<file path="src/rtl/sram_arbiter_if.sv">
// rtl/sram_arbiter_if.sv - request/grant and SRAM pin bundle for sram_arbiter
interface sram_arbiter_if #(
  parameter int NUM_RD = 3,
  parameter int ADDR_W = 20,
  parameter int DATA_W = 16
);
  logic                     load_mode;
  logic [NUM_RD-1:0]        rd_req;
  logic [NUM_RD*ADDR_W-1:0] rd_addr;
  logic [NUM_RD-1:0]        rd_gnt;
  logic [NUM_RD-1:0]        rd_valid;
  logic [DATA_W-1:0]        rd_data;
  logic                     wr_req;
  logic [ADDR_W-1:0]        wr_addr;
  logic [DATA_W-1:0]        wr_data;
  logic                     wr_gnt;
  logic                     wr_done;
  logic [ADDR_W-1:0]        sram_addr;
  logic [DATA_W-1:0]        sram_dq;
  logic                     sram_dq_oe;
  logic [DATA_W-1:0]        sram_dq_in;
  logic                     sram_ce_n;
  logic                     sram_oe_n;
  logic                     sram_we_n;
  logic                     sram_lb_n;
  logic                     sram_ub_n;

  modport master (
    output load_mode, rd_req, rd_addr, wr_req, wr_addr, wr_data, sram_dq_in,
    input  rd_gnt, rd_valid, rd_data, wr_gnt, wr_done,
    input  sram_addr, sram_dq, sram_dq_oe, sram_ce_n, sram_oe_n, sram_we_n,
    input  sram_lb_n, sram_ub_n
  );

  modport slave (
    input  load_mode, rd_req, rd_addr, wr_req, wr_addr, wr_data, sram_dq_in,
    output rd_gnt, rd_valid, rd_data, wr_gnt, wr_done,
    output sram_addr, sram_dq, sram_dq_oe, sram_ce_n, sram_oe_n, sram_we_n,
    output sram_lb_n, sram_ub_n
  );
endinterface

</file>
<file path="src/rtl/sram_arbiter.sv">
// rtl/sram_arbiter.sv - two-cycle SRAM access sequencer shared by one loader writer and NUM_RD readers
module sram_arbiter #(
  parameter int NUM_RD       = 3,
  parameter int ADDR_W       = 20,
  parameter int DATA_W       = 16,
  parameter int STARVE_LIMIT = 8
) (
  input  logic          i_clk,
  input  logic          i_rst,
  sram_arbiter_if.slave bus
);
  localparam int IDX_W = (NUM_RD > 1) ? $clog2(NUM_RD) : 1;
  localparam int CNT_W = $clog2(STARVE_LIMIT + 1);

  typedef enum logic [1:0] {IDLE, SETUP, HOLD} state_t;

  state_t           state;
  logic             cur_wr;
  logic [IDX_W-1:0] cur_port;
  logic [CNT_W-1:0] starve_cnt [NUM_RD];

  logic             rd_any;
  logic             starved_any;
  logic [IDX_W-1:0] prio_win;
  logic [IDX_W-1:0] starved_win;
  logic [IDX_W-1:0] rd_win;
  logic [ADDR_W-1:0] rd_addr_sel;
  logic             arb_edge;
  logic             grant_wr;
  logic             grant_rd;

  // A promoted (starved) port outranks plain priority; lowest index wins within each class.
  always_comb begin
    rd_any      = 1'b0;
    starved_any = 1'b0;
    prio_win    = '0;
    starved_win = '0;
    for (int k = NUM_RD - 1; k >= 0; k--) begin
      if (bus.rd_req[k]) begin
        rd_any   = 1'b1;
        prio_win = IDX_W'(k);
      end
    end
    for (int k = NUM_RD - 1; k >= 1; k--) begin
      if (bus.rd_req[k] && starve_cnt[k] == CNT_W'(STARVE_LIMIT)) begin
        starved_any = 1'b1;
        starved_win = IDX_W'(k);
      end
    end
    rd_win      = starved_any ? starved_win : prio_win;
    rd_addr_sel = bus.rd_addr[int'(rd_win)*ADDR_W +: ADDR_W];
    arb_edge    = (state == IDLE) || (state == HOLD);
    grant_wr    = arb_edge && bus.load_mode && bus.wr_req;
    grant_rd    = arb_edge && !bus.load_mode && rd_any;
  end

  assign bus.sram_lb_n = 1'b0;
  assign bus.sram_ub_n = 1'b0;

  always_ff @(posedge i_clk) begin
    if (i_rst) begin
      state          <= IDLE;
      cur_wr         <= 1'b0;
      cur_port       <= '0;
      bus.rd_gnt     <= '0;
      bus.rd_valid   <= '0;
      bus.rd_data    <= {DATA_W{1'b0}};
      bus.wr_gnt     <= 1'b0;
      bus.wr_done    <= 1'b0;
      bus.sram_addr  <= '0;
      bus.sram_dq    <= {DATA_W{1'b0}};
      bus.sram_dq_oe <= 1'b0;
      bus.sram_ce_n  <= 1'b1;
      bus.sram_oe_n  <= 1'b1;
      bus.sram_we_n  <= 1'b1;
      for (int k = 0; k < NUM_RD; k++) starve_cnt[k] <= '0;
    end else begin
      bus.rd_gnt   <= '0;
      bus.rd_valid <= '0;
      bus.wr_gnt   <= 1'b0;
      bus.wr_done  <= 1'b0;

      for (int k = 0; k < NUM_RD; k++) begin
        if (k == 0 || !bus.rd_req[k] || (grant_rd && rd_win == IDX_W'(k)))
          starve_cnt[k] <= '0;
        else if (grant_rd && starve_cnt[k] != CNT_W'(STARVE_LIMIT))
          starve_cnt[k] <= starve_cnt[k] + CNT_W'(1);
      end

      case (state)
        SETUP: begin
          state         <= HOLD;
          bus.sram_we_n <= 1'b1;
        end
        IDLE, HOLD: begin
          if (state == HOLD) begin
            if (cur_wr) begin
              bus.wr_done <= 1'b1;
            end else begin
              bus.rd_valid[cur_port] <= 1'b1;
              bus.rd_data            <= bus.sram_dq_in;
            end
          end
          if (grant_wr) begin
            state          <= SETUP;
            cur_wr         <= 1'b1;
            bus.wr_gnt     <= 1'b1;
            bus.sram_addr  <= bus.wr_addr;
            bus.sram_dq    <= bus.wr_data;
            bus.sram_dq_oe <= 1'b1;
            bus.sram_ce_n  <= 1'b0;
            bus.sram_oe_n  <= 1'b1;
            bus.sram_we_n  <= 1'b0;
          end else if (grant_rd) begin
            state              <= SETUP;
            cur_wr             <= 1'b0;
            cur_port           <= rd_win;
            bus.rd_gnt[rd_win] <= 1'b1;
            bus.sram_addr      <= rd_addr_sel;
            bus.sram_dq_oe     <= 1'b0;
            bus.sram_ce_n      <= 1'b0;
            bus.sram_oe_n      <= 1'b0;
            bus.sram_we_n      <= 1'b1;
          end else begin
            state          <= IDLE;
            bus.sram_dq_oe <= 1'b0;
            bus.sram_ce_n  <= 1'b1;
            bus.sram_oe_n  <= 1'b1;
            bus.sram_we_n  <= 1'b1;
          end
        end
        default: state <= IDLE;
      endcase
    end
  end
endmodule
</file>
<file path="src/flat_wrapper.sv">
// flat-port wrapper written by rule: the top's interface ports become plain ports
module sram_arbiter_flat 
#(
  parameter int NUM_RD       = 3,
  parameter int ADDR_W       = 20,
  parameter int DATA_W       = 16,
  parameter int STARVE_LIMIT = 8
)
  (i_clk, i_rst, bus_load_mode, bus_rd_req, bus_rd_addr, bus_wr_req, bus_wr_addr, bus_wr_data, bus_sram_dq_in, bus_rd_gnt, bus_rd_valid, bus_rd_data, bus_wr_gnt, bus_wr_done, bus_sram_addr, bus_sram_dq, bus_sram_dq_oe, bus_sram_ce_n, bus_sram_oe_n, bus_sram_we_n, bus_sram_lb_n, bus_sram_ub_n);
  sram_arbiter_if #(.NUM_RD(NUM_RD), .ADDR_W(ADDR_W), .DATA_W(DATA_W)) bus_i ();
  input  logic i_clk;
  input  logic i_rst;
  input wire logic [$bits(bus_i.load_mode)-1:0] bus_load_mode;
  input wire logic [$bits(bus_i.rd_req)-1:0] bus_rd_req;
  input wire logic [$bits(bus_i.rd_addr)-1:0] bus_rd_addr;
  input wire logic [$bits(bus_i.wr_req)-1:0] bus_wr_req;
  input wire logic [$bits(bus_i.wr_addr)-1:0] bus_wr_addr;
  input wire logic [$bits(bus_i.wr_data)-1:0] bus_wr_data;
  input wire logic [$bits(bus_i.sram_dq_in)-1:0] bus_sram_dq_in;
  output wire logic [$bits(bus_i.rd_gnt)-1:0] bus_rd_gnt;
  output wire logic [$bits(bus_i.rd_valid)-1:0] bus_rd_valid;
  output wire logic [$bits(bus_i.rd_data)-1:0] bus_rd_data;
  output wire logic [$bits(bus_i.wr_gnt)-1:0] bus_wr_gnt;
  output wire logic [$bits(bus_i.wr_done)-1:0] bus_wr_done;
  output wire logic [$bits(bus_i.sram_addr)-1:0] bus_sram_addr;
  output wire logic [$bits(bus_i.sram_dq)-1:0] bus_sram_dq;
  output wire logic [$bits(bus_i.sram_dq_oe)-1:0] bus_sram_dq_oe;
  output wire logic [$bits(bus_i.sram_ce_n)-1:0] bus_sram_ce_n;
  output wire logic [$bits(bus_i.sram_oe_n)-1:0] bus_sram_oe_n;
  output wire logic [$bits(bus_i.sram_we_n)-1:0] bus_sram_we_n;
  output wire logic [$bits(bus_i.sram_lb_n)-1:0] bus_sram_lb_n;
  output wire logic [$bits(bus_i.sram_ub_n)-1:0] bus_sram_ub_n;
  assign bus_i.load_mode = bus_load_mode;
  assign bus_i.rd_req = bus_rd_req;
  assign bus_i.rd_addr = bus_rd_addr;
  assign bus_i.wr_req = bus_wr_req;
  assign bus_i.wr_addr = bus_wr_addr;
  assign bus_i.wr_data = bus_wr_data;
  assign bus_i.sram_dq_in = bus_sram_dq_in;
  assign bus_rd_gnt = bus_i.rd_gnt;
  assign bus_rd_valid = bus_i.rd_valid;
  assign bus_rd_data = bus_i.rd_data;
  assign bus_wr_gnt = bus_i.wr_gnt;
  assign bus_wr_done = bus_i.wr_done;
  assign bus_sram_addr = bus_i.sram_addr;
  assign bus_sram_dq = bus_i.sram_dq;
  assign bus_sram_dq_oe = bus_i.sram_dq_oe;
  assign bus_sram_ce_n = bus_i.sram_ce_n;
  assign bus_sram_oe_n = bus_i.sram_oe_n;
  assign bus_sram_we_n = bus_i.sram_we_n;
  assign bus_sram_lb_n = bus_i.sram_lb_n;
  assign bus_sram_ub_n = bus_i.sram_ub_n;
  sram_arbiter #(.NUM_RD(NUM_RD), .ADDR_W(ADDR_W), .DATA_W(DATA_W), .STARVE_LIMIT(STARVE_LIMIT)) u_core (.i_clk(i_clk), .i_rst(i_rst), .bus(bus_i));
endmodule
</file>
<file path="config.mk">
export PLATFORM = sky130hd
export DESIGN_NAME = sram_arbiter_flat
export DESIGN_NICKNAME = d
export VERILOG_FILES = /design/src/rtl/sram_arbiter_if.sv /design/src/rtl/sram_arbiter.sv /design/src/flat_wrapper.sv
export SDC_FILE = /design/constraint.sdc
export NUM_CORES = 1
export LEC_CHECK = 0
export ABC_CLOCK_PERIOD_IN_PS = 1970
export CORE_UTILIZATION = 38
export DETAILED_ROUTE_END_ITERATION = 10
export PLACE_DENSITY = 0.8
export SYNTH_ARGS = -nofsm -noshare
export SYNTH_HDL_FRONTEND = slang
export SYNTH_SLANG_ARGS = --single-unit
</file>
<file path="constraint.sdc">
create_clock -name i_clk -period 1.97 [get_ports i_clk]
set_input_delay 0.394 -clock i_clk [delete_from_list [all_inputs] [get_ports i_clk]]
set_output_delay 0.394 -clock i_clk [all_outputs]
set_load 0.02 [all_outputs]
</file>
## After elaboration in Yosys (flattened, before gate mapping)

Memories as Yosys holds them, arrays and structs flattened.
Index checks and enable logic that the tools add are counted.

- Bits in registers: 69
- RAM bits: 12
- Input port bits: 119
- Output and inout bits: 66
- Logic and storage cells: 122
- Memories: 1

Memories:

| memory | depth | bits a word | rd ports | clocked after Yosys merged registers in | wr ports | RTL line | RTL |
|---|---|---|---|---|---|---|---|
| u_core.starve_cnt | 3 | 4 | 2 | 0 | 3 | sram_arbiter.sv:20 | `logic [CNT_W-1:0] starve_cnt [NUM_RD];` |

- Add/subtract/negate cells: 2
- $mul: 1
- Magnitude comparators: 4
- Equal/unequal tests: 8
- Shifts and indexed selects: 1
- Muxes and demuxes: 51
- Bitwise logic cells: 10
- Reductions and logical operators: 30

Operators by type and width:

| kind | number |
|---|---|
| 60-bit by 32-bit indexed part select with 20-bit output | 1 |
| 20-bit 2-to-1 mux | 2 |
| 1-bit 2-to-1 mux | 33 |
| 4-bit 2-to-1 mux | 5 |
| 2-bit 2-to-1 mux | 7 |
| 1-bit logical AND | 12 |
| 4-bit by 1-bit adder with 4-bit output (second input constant) | 2 |
| 4-bit equality test (second input constant) | 2 |
| 4-bit != test (second input constant) | 2 |
| 4-bit OR reduction | 2 |
| 2-bit by 3-bit less-than comparator with 1-bit output (second input constant) | 2 |
| 3-bit AND reduction | 2 |
| 2-bit by 3-bit multiplier with 5-bit output (second input constant) | 1 |
| 1-bit inverter | 5 |
| 1-bit OR | 5 |
| 1-bit demux with 2-bit select | 2 |
| 2-bit by 1-bit equality test with 1-bit output (second input constant) | 2 |
| 2-bit equality test (second input constant) | 2 |
| 2-bit by 1-bit greater-or-equal comparator with 1-bit output (second input constant) | 2 |
| 2-bit one-hot mux with 2 select lines | 1 |
| 2-bit AND reduction | 2 |
| 2-bit nonzero test | 2 |
| 2-bit OR reduction | 2 |
| 1-bit logical NOT | 3 |
| 4 further kinds | 6 |

## Longest topological paths before layout

Gate-level depths: netlist (run 1).
An unclocked memory read counts as a cell.

- Depth after elaboration: 14
- Depth in mapped cells: 7
- Gate-level depth less buffers: 6

## Worst setup path before layout (run 1)

OpenSTA, ideal clock, no wires.

- Kind: flip-flop to flip-flop
- From: mem u_core.starve_cnt[2][0] in the netlist's numbering
- To: reg u_core.bus.sram_addr[10]
- Setup time: 126 ps
- Arrival time: 1,549 ps
- Required time: 1,844 ps
- Path slack: 295 ps
- Stages on the path, launching flop included: 8
- Path buffers: 1
- Period minus slack after synthesis: 1,675 ps
- Cells stage by stage: edfxtp_1 > inv_1 > ha_1 > and4b_1 > o21ai_2 > buf_2 > a222oi_1 > a21oi_1

RTL lines:

| item | RTL line | RTL |
|---|---|---|
| start: declaration | sram_arbiter.sv:20 |  |
| end signal: assignment | sram_arbiter.sv:108 | `bus.sram_addr <= bus.wr_addr;` |
| end signal: assignment | sram_arbiter.sv:119 | `bus.sram_addr <= rd_addr_sel;` |
| end: declaration | sram_arbiter_if.sv:38 | `output sram_addr, sram_dq, sram_dq_oe, sram_ce_n, sram_oe_n, sram_we_n,` |

## Worst setup path after layout (run 1)

- From: in bus_rd_req[1]
- To: reg u_core.bus.sram_addr[7]

- Word-level cells in the longest chain between the ends: 7
- Elaborated cells on any way between the ends: 15
- Classes of those cells: mul (1); shift (1); mux (9); reduce/logical (4)

RTL lines:

| item | RTL line | RTL |
|---|---|---|
| start: declaration | flat_wrapper.sv:14 | `input wire logic [$bits(bus_i.rd_req)-1:0] bus_rd_req;` |
| 2-bit 2-to-1 mux or 1-bit logical AND (tied branches) | sram_arbiter.sv:39, sram_arbiter.sv:45 |  |
| 2-bit 2-to-1 mux (tied with other cells) | sram_arbiter.sv:39 | `if (bus.rd_req[k]) begin` |
| 2-bit 2-to-1 mux | sram_arbiter.sv:50 | `rd_win = starved_any ? starved_win : prio_win;` |
| 2-bit by 3-bit multiplier with 5-bit output | sram_arbiter.sv:51 | `rd_addr_sel = bus.rd_addr[int'(rd_win)*ADDR_W +: ADDR_W];` |
| 60-bit by 32-bit indexed part select with 20-bit output | sram_arbiter.sv:51 |  |
| 20-bit 2-to-1 mux | sram_arbiter.sv:114 | `end else if (grant_rd) begin` |
| 20-bit 2-to-1 mux | sram_arbiter.sv:104 | `if (grant_wr) begin` |

Several ways; a longest one is shown, not always the timed one. The select of a mux whose other input is x is not followed.
A chain may end at the register's enable or synchronous reset.

==> metrics.cfg, run 1 <==
[drt]
wl_met2_mm = 5.507
drt-met1-wl_mm = 4.206
postRouteAntennaNets = 0
routed_via_density = 5.417
drtIter0Drc = 221
dr.pass1.iters = 8
top_layer_used = met4
dr_wl_met3_um = 761
vias = 3624
wl_per_cell_um = 16.18
wl_mm = 10.82
drcViolationCount = 0

[placed_design]
port_buffers = 182
hpwlAfterDp_mm = 7.868
place.gp.congestion = 0.8334

[sta]
setup_viol_count_final = 0
hold_violations = 0
post-route-min-period_ns = 1.833
clock.fmax_ghz = 0.5456
skew_ns = 0.009987
slew_headroom_pct = 38.90
tightest_slew_ns = 0.9125
period_share_pct = 93.04
fin_hold_ws_ns = 0.4555
rsz0062_at_grt = false
fin_tns_setup_ns = 0
drv_slew = 0

[pwr]
switching_share_pct = 28.18
p_clk_share_pct = 31.0
power.density_mw_per_mm2 = 699.9
combinationalPowerShare_pct = 24.2
peakVddDrop_uv = 452.0
leakage_nw = 1.996
p_switching_mw = 1.095
total_power_mw = 3.887
p_seq_share_pct = 44.9
intPower_mw = 2.791

[global_route]
antenna_found_initial = 0
grt_pass1_wl_mm = 16.84
track_usage_pct = 24.34
grt_pass1_vias = 3564
grt-ovfl-total = 0
grt_max_degree = 28

[synthesis]
synth_area_mm2 = 0.003256
avgSynthCellArea_um2 = 8.847
seq_area_frac_synth_pct = 49.81
syn-instance-count = 368
ys_top_cells_by_area = dfxtp_1, a21oi_1, nand2_1
synth.distinct_cells = 40
synth-seq-cells = 77
synth.most_common_cell = a21oi_1
synthTopCellsByCount = a21oi_1, nand2_1, dfxtp_1, a222oi_1, o221ai_1
async_flop_share_pct = 0
synth_top_area_share_pct = 42.43
synth_area_leader_cell = dfxtp_1
synth_ff_type = dfxtp_1
synth_warnings = 0
synth_edf_count = 8

[critical_path]
cp_max_fo = 21
r2r_start = u_core.starve_cnt[1][0]$_SDFFCE_PN0P_
r2r_end = u_core.bus.sram_addr[7]$_SDFFE_PP0P_
path_class = in2reg
crit_required_ns = 2.20
r2r_cells = 7
cp_slowest_stage_delay_ns = 0.60
worstPathArrival_ns = 2.06
reg2reg_slack_ns = 0.19
crit_chain = clkdlybuf4s50_1, nor4_1, or3_1, buf_12, a222oi_1, a21oi_1
crit_slowest_cell = clkdlybuf4s50_1
cp-start-kind = input port
cp-end-kind = flop

[cts]
post_cts_buffers = 0
cts-htree-levels = 3
cts_hold_buffers = 0
numCtsBuffers = 9
path_clk_slew_ns = 0.09
cts.repair.resized = 0
clock_latency_ns = 0.34
cts_tree = yes
numClockSinks = 77
root_buffer = clkbuf_8
max-clock-path-buffers = 2

[final_layout]
syn_to_final_growth_pct = 70.56
fin_nets = 682
drive_above_1_share_pct = 9.574
num_antenna_cells = 0

[worst_hold_path]
whs_endpoint = u_core.bus.rd_data[4]$_SDFFE_PP0P_
min_path_cells = 2
min_path_type = reg2reg
holdCritStartpoint = u_core.bus.rd_data[4]$_SDFFE_PP0P_

[die]
die-area_mm2 = 0.008942
die_y_um = 94.56
io_pins = 185
start_util_pct = 39.42
fp-row-count = 33
core-area_mm2 = 0.008258
die_x_um = 94.56

[outcome]
status = completed

[run]
cap_violations = 0

[cells in the final DEF (no fill, tap or decap), drive strengths merged, types with 4 or more instances in the layout]
cell	n
a21oi	74
buf	28
clkdlybuf4s50	181
ha	4
nor2	18
nor2b	4
edfxtp	8
a222oi	20
nand2	71
o221ai	20
nor3	5
dfxtp	69
clkbuf	10
inv	12
o21ai	7
[state kept, by name, summed over array words and instances (netlist names)]
register / flops
u_core.bus.wr_gnt: 1
u_core.bus.rd_gnt: 3
u_core.bus.sram_dq: 16
u_core.bus.sram_ce_n: 1
u_core.bus.sram_oe_n: 1
u_core.cur_port: 2
u_core.bus.rd_valid: 3
u_core.bus.sram_addr: 20
u_core.bus.wr_done: 1
u_core.bus.rd_data: 16
u_core.bus.sram_dq_oe: 1
u_core.bus.sram_we_n: 1
u_core.starve_cnt: 8
u_core.state: 2
u_core.cur_wr: 1
[metrics by stage]
stage / util (%) / std cells / setup slack, ns / instance area [um2]
6_report: 67.24 / 669 / 0.1371 / 5553
5_1_grt: 67.24 / 669 / 0.02665 / 5553
4_1_cts: 67.24 / 669 / 0.1720 / 5553
3_5_place_dp: 64.85 / 653 / -0.1965 / 5355
3_3_place_gp: 64.85 / 653 / -0.1320 / 5355
2_1_floorplan: - / 369 / 0.2947 / 3259
[how the worst max path moves through the flow]
| stage | startpoint | end | slack (ns) |
|---|---|---|---|
| global route | bus_rd_req[1] | u_core.bus.sram_addr[16]$_SDFFE_PP0P_ | 0.03 |
| floorplan | u_core.starve_cnt[2][0]$_SDFFCE_PN0P_ | u_core.bus.sram_addr[10]$_SDFFE_PP0P_ | 0.29 |
| global placement | bus_rd_req[1] | u_core.bus.sram_addr[2]$_SDFFE_PP0P_ | -0.13 |
| CTS | bus_rd_req[1] | u_core.bus.sram_addr[4]$_SDFFE_PP0P_ | 0.17 |
| finish | bus_rd_req[1] | u_core.bus.sram_addr[7]$_SDFFE_PP0P_ | 0.14 |
| detailed placement | bus_rd_req[1] | u_core.bus.sram_addr[4]$_SDFFE_PP0P_ | -0.20 |
[power by group through the flow]
stage	clock network, mW	registers, mW	logic, mW
floorplan	0	1.86	0.307
global placement	0	1.77	0.919
CTS	1.24	1.74	0.938
global route	1.31	1.76	1.00
detailed placement	0	1.78	0.932
finish	1.20	1.74	0.939
[worst max-delay path, delay by kind of cell]
kind            cells  cell delay, ns
buf+inv             2            0.78
compound gates      2            0.37
simple gates        2            0.51
[layout make-up]
class                      instances  area (um2)
clock buffer                      10       127.6
clock inverter                     6       70.07
fill                             691        2705
inverter                           9       33.78
multi-input combinational        253        1474
sequential                        77        1622
tap                              105       131.4
timing repair buffer             209        2095
[cells by family (layout without fill, tap and decap cells)]
logic type | Yosys count | after routing | synth area share (%)
and+or+nand+nor | 117 | 117 | 16.41
xor gates and xnor gates | 4 | 4 | 1.076
adders and majority gates | 4 | 4 | 1.537
AOI/OAI and AO/OA | 125 | 125 | 25.48
other | 1 | 2 | 0.1152
DFF | 77 | 77 | 49.81
muxes | 1 | 1 | 0.3075
buffers and inverters | 39 | 234 | 5.266
[per-layer routing]
metal	track usage [%]	vias to the layer above
met4	12.50	0
met5	0	-
met1	27.74	1701
met2	43.24	178
li1	-	1721
met3	4.509	24
Note: power is estimated with default switching activity, not from simulation.
==> run 2, diff against run 1 <==
--- a/config.mk
+++ b/config.mk
@@ -5,10 +5,11 @@
 export SDC_FILE = /design/constraint.sdc
 export NUM_CORES = 1
 export LEC_CHECK = 0
-export ABC_CLOCK_PERIOD_IN_PS = 1970
-export CORE_UTILIZATION = 38
+export ABC_CLOCK_PERIOD_IN_PS = 2150
+export CORE_UTILIZATION = 41
 export DETAILED_ROUTE_END_ITERATION = 10
-export PLACE_DENSITY = 0.8
+export GPL_ROUTABILITY_DRIVEN = 0
+export PLACE_DENSITY = 0.85
 export SYNTH_ARGS = -nofsm -noshare
 export SYNTH_HDL_FRONTEND = slang
 export SYNTH_SLANG_ARGS = --single-unit
==> constraint.sdc (replaced) <==
create_clock -name i_clk -period 2.15 [get_ports i_clk]
set_input_delay 0.43 -clock i_clk [delete_from_list [all_inputs] [get_ports i_clk]]
set_output_delay 0.43 -clock i_clk [all_outputs]
set_load 0.02 [all_outputs]
==> run 2 against run 1 <==
Power fell by 13%. Register-to-register slack improved by 0.12 ns. Core utilization rose by 3.5 points. Global-route usage rose by 0.58 points. Critical path depth did not move. Clock skew fell by 0.0017 ns. Combinational power fell by 11%. Final area fell by 2.1%. Worst setup slack improved by 0.16 ns. Sequential share of layout area rose by 0.62 points.
==> metrics.cfg, run 2 (synthesis gave the netlist of run 1 again) <==
[outcome]
status = completed

[critical_path]
cp_slowest_stage_delay_ns = 0.57
crit_required_ns = 2.36
worstPathArrival_ns = 2.06
crit_chain = clkdlybuf4s50_1, nor4_1, or3_1, buf_4, a222oi_1, a21oi_1
cp-start-kind = input port
critical-path-top-delay-family = buffers and inverters
path_buf_inv = 2
cp-end-kind = flop
path_class = in2reg
cp_max_fo = 11
crit_slowest_cell = clkdlybuf4s50_1

[placed_design]
pre_cts_slack_ns = -0.01565
hpwlAfterDp_mm = 7.791
port_buffers = 182
dp_cells = 644

[drt]
vias = 3603
wl_per_cell_um = 15.92
routed_via_density = 5.467
drtIter0Drc = 245
postRouteAntennaNets = 0
drcViolationCount = 0
dr.pass1.iters = 8
wl_mm = 10.49

[run]
cap_violations = 0

[global_route]
track_usage_pct = 24.92
grt_pass1_vias = 3549
grt_pass1_wl_mm = 16.68
antenna_found_initial = 0
grt_max_degree = 25
grt-ovfl-total = 0

[cts]
cts.repair.resized = 0
root_buffer = clkbuf_8
cts-htree-levels = 3
numCtsBuffers = 9
cts_tree = yes
clock_latency_ns = 0.33
path_clk_slew_ns = 0.08
post_cts_buffers = 0
numClockSinks = 77
max-clock-path-buffers = 2
cts_hold_buffers = 0

[final_layout]
regMostFlops = u_core.bus.sram_addr
largest_register_ff_count = 20
syn_to_final_growth_pct = 67.03
final_common_cell = clkdlybuf4s50_1
mostFrequentLayoutCells = clkdlybuf4s50_1, a21oi_1, nand2_1
reg.largest.list = u_core.bus.sram_addr: 20 flops, u_core.bus.rd_data: 16 flops, u_core.bus.sram_dq: 16 flops
fin_nets = 676
num_antenna_cells = 0
fill_cells = 617
drive_above_1_share_pct = 8.438
stdcell_count = 659

[die]
fp-row-count = 32
io_pins = 185
die-area_mm2 = 0.008301
die_y_um = 91.11
die_x_um = 91.11
core-area_mm2 = 0.007687
start_util_pct = 42.35

[pwr]
total_power_mw = 3.377
leakage_nw = 1.945
peakVddDrop_uv = 390.9
power.density_mw_per_mm2 = 621.1

[sta]
drv_slew = 0
rsz0062_at_grt = false
fin_tns_setup_ns = 0
period_share_pct = 86.14
tightest_slew_ns = 0.9334
fin_hold_ws_ns = 0.4537
slew_headroom_pct = 37.50
clock.fmax_ghz = 0.5400
post-route-min-period_ns = 1.852
worst_slack_ns = 0.2981
skew_ns = 0.008326
hold_violations = 0
setup_viol_count_final = 0

[worst_hold_path]
min_path_type = reg2reg

## run 2: cell count changes in the layout (fill, tap and decap cells not counted)
cell	before	now
buf_12	6	3
buf_2	1	0
buf_4	21	18
bufinv_16	1	0
clkbuf_1	1	0
clkbuf_8	9	10
clkdlybuf4s50_1	181	182
clkinv_2	0	4
clkinv_4	1	0
clkinvlp_4	1	0
inv_6	2	0
## run 2: stage by stage
stage          area [um2]  util [%]
5_1_grt              5438     70.74
3_3_place_gp         5274     68.60
2_1_floorplan        3259         -
6_report             5438     70.74
3_5_place_dp         5274     68.60
4_1_cts              5438     70.74
## run 2: report_power, final
part	internal (mW)	total (mW)	switching, mW
logic	0.458	0.834	0.376
registers	1.53	1.60	0.0656
clock network	0.437	0.944	0.506
## run 2: path summary, 6_finish.rpt
check | end | cells after the start | slack, ns | start
max | u_core.bus.sram_addr[13]$_SDFFE_PP0P_ | 6 | 0.30 | bus_rd_req[1]
min | u_core.bus.rd_data[3]$_SDFFE_PP0P_ | 2 | 0.45 | u_core.bus.rd_data[3]$_SDFFE_PP0P_
max reg2reg | u_core.bus.sram_addr[13]$_SDFFE_PP0P_ | 7 | 0.31 | u_core.starve_cnt[2][0]$_SDFFCE_PN0P_
min reg2reg | u_core.bus.rd_data[3]$_SDFFE_PP0P_ | 2 | 0.45 | u_core.bus.rd_data[3]$_SDFFE_PP0P_
## run 2: metal layers
layer	share of wire (%)	GRT usage, %	vias to the layer above
met5	0	0	-
met4	1.8	10.45	0
met3	7.7	5.611	18
met2	50	44.51	177
met1	40	28.52	1697
li1	-	-	1711
## run 2: worst reg2reg max path: stages, from the launching register on
cell	delay (ns)
edfxtp_1	0.43
inv_1	0.08
ha_1	0.16
and4b_1	0.29
o21ai_2	0.11
buf_12	0.17
a222oi_1	0.36
a21oi_1	0.11
## run 2: cell type report
type                            instances  area (um2)  share of cell area, %
Tap cell                              102       127.6                  2.347
Timing Repair Buffer                  203        2017                  37.09
Sequential cell                        77        1622                  29.82
Multi-Input combinational cell        253        1474                  27.11
Inverter                                9       33.78                 0.6213
Clock inverter                          5       26.28                 0.4832
Clock buffer                           10       137.6                  2.531
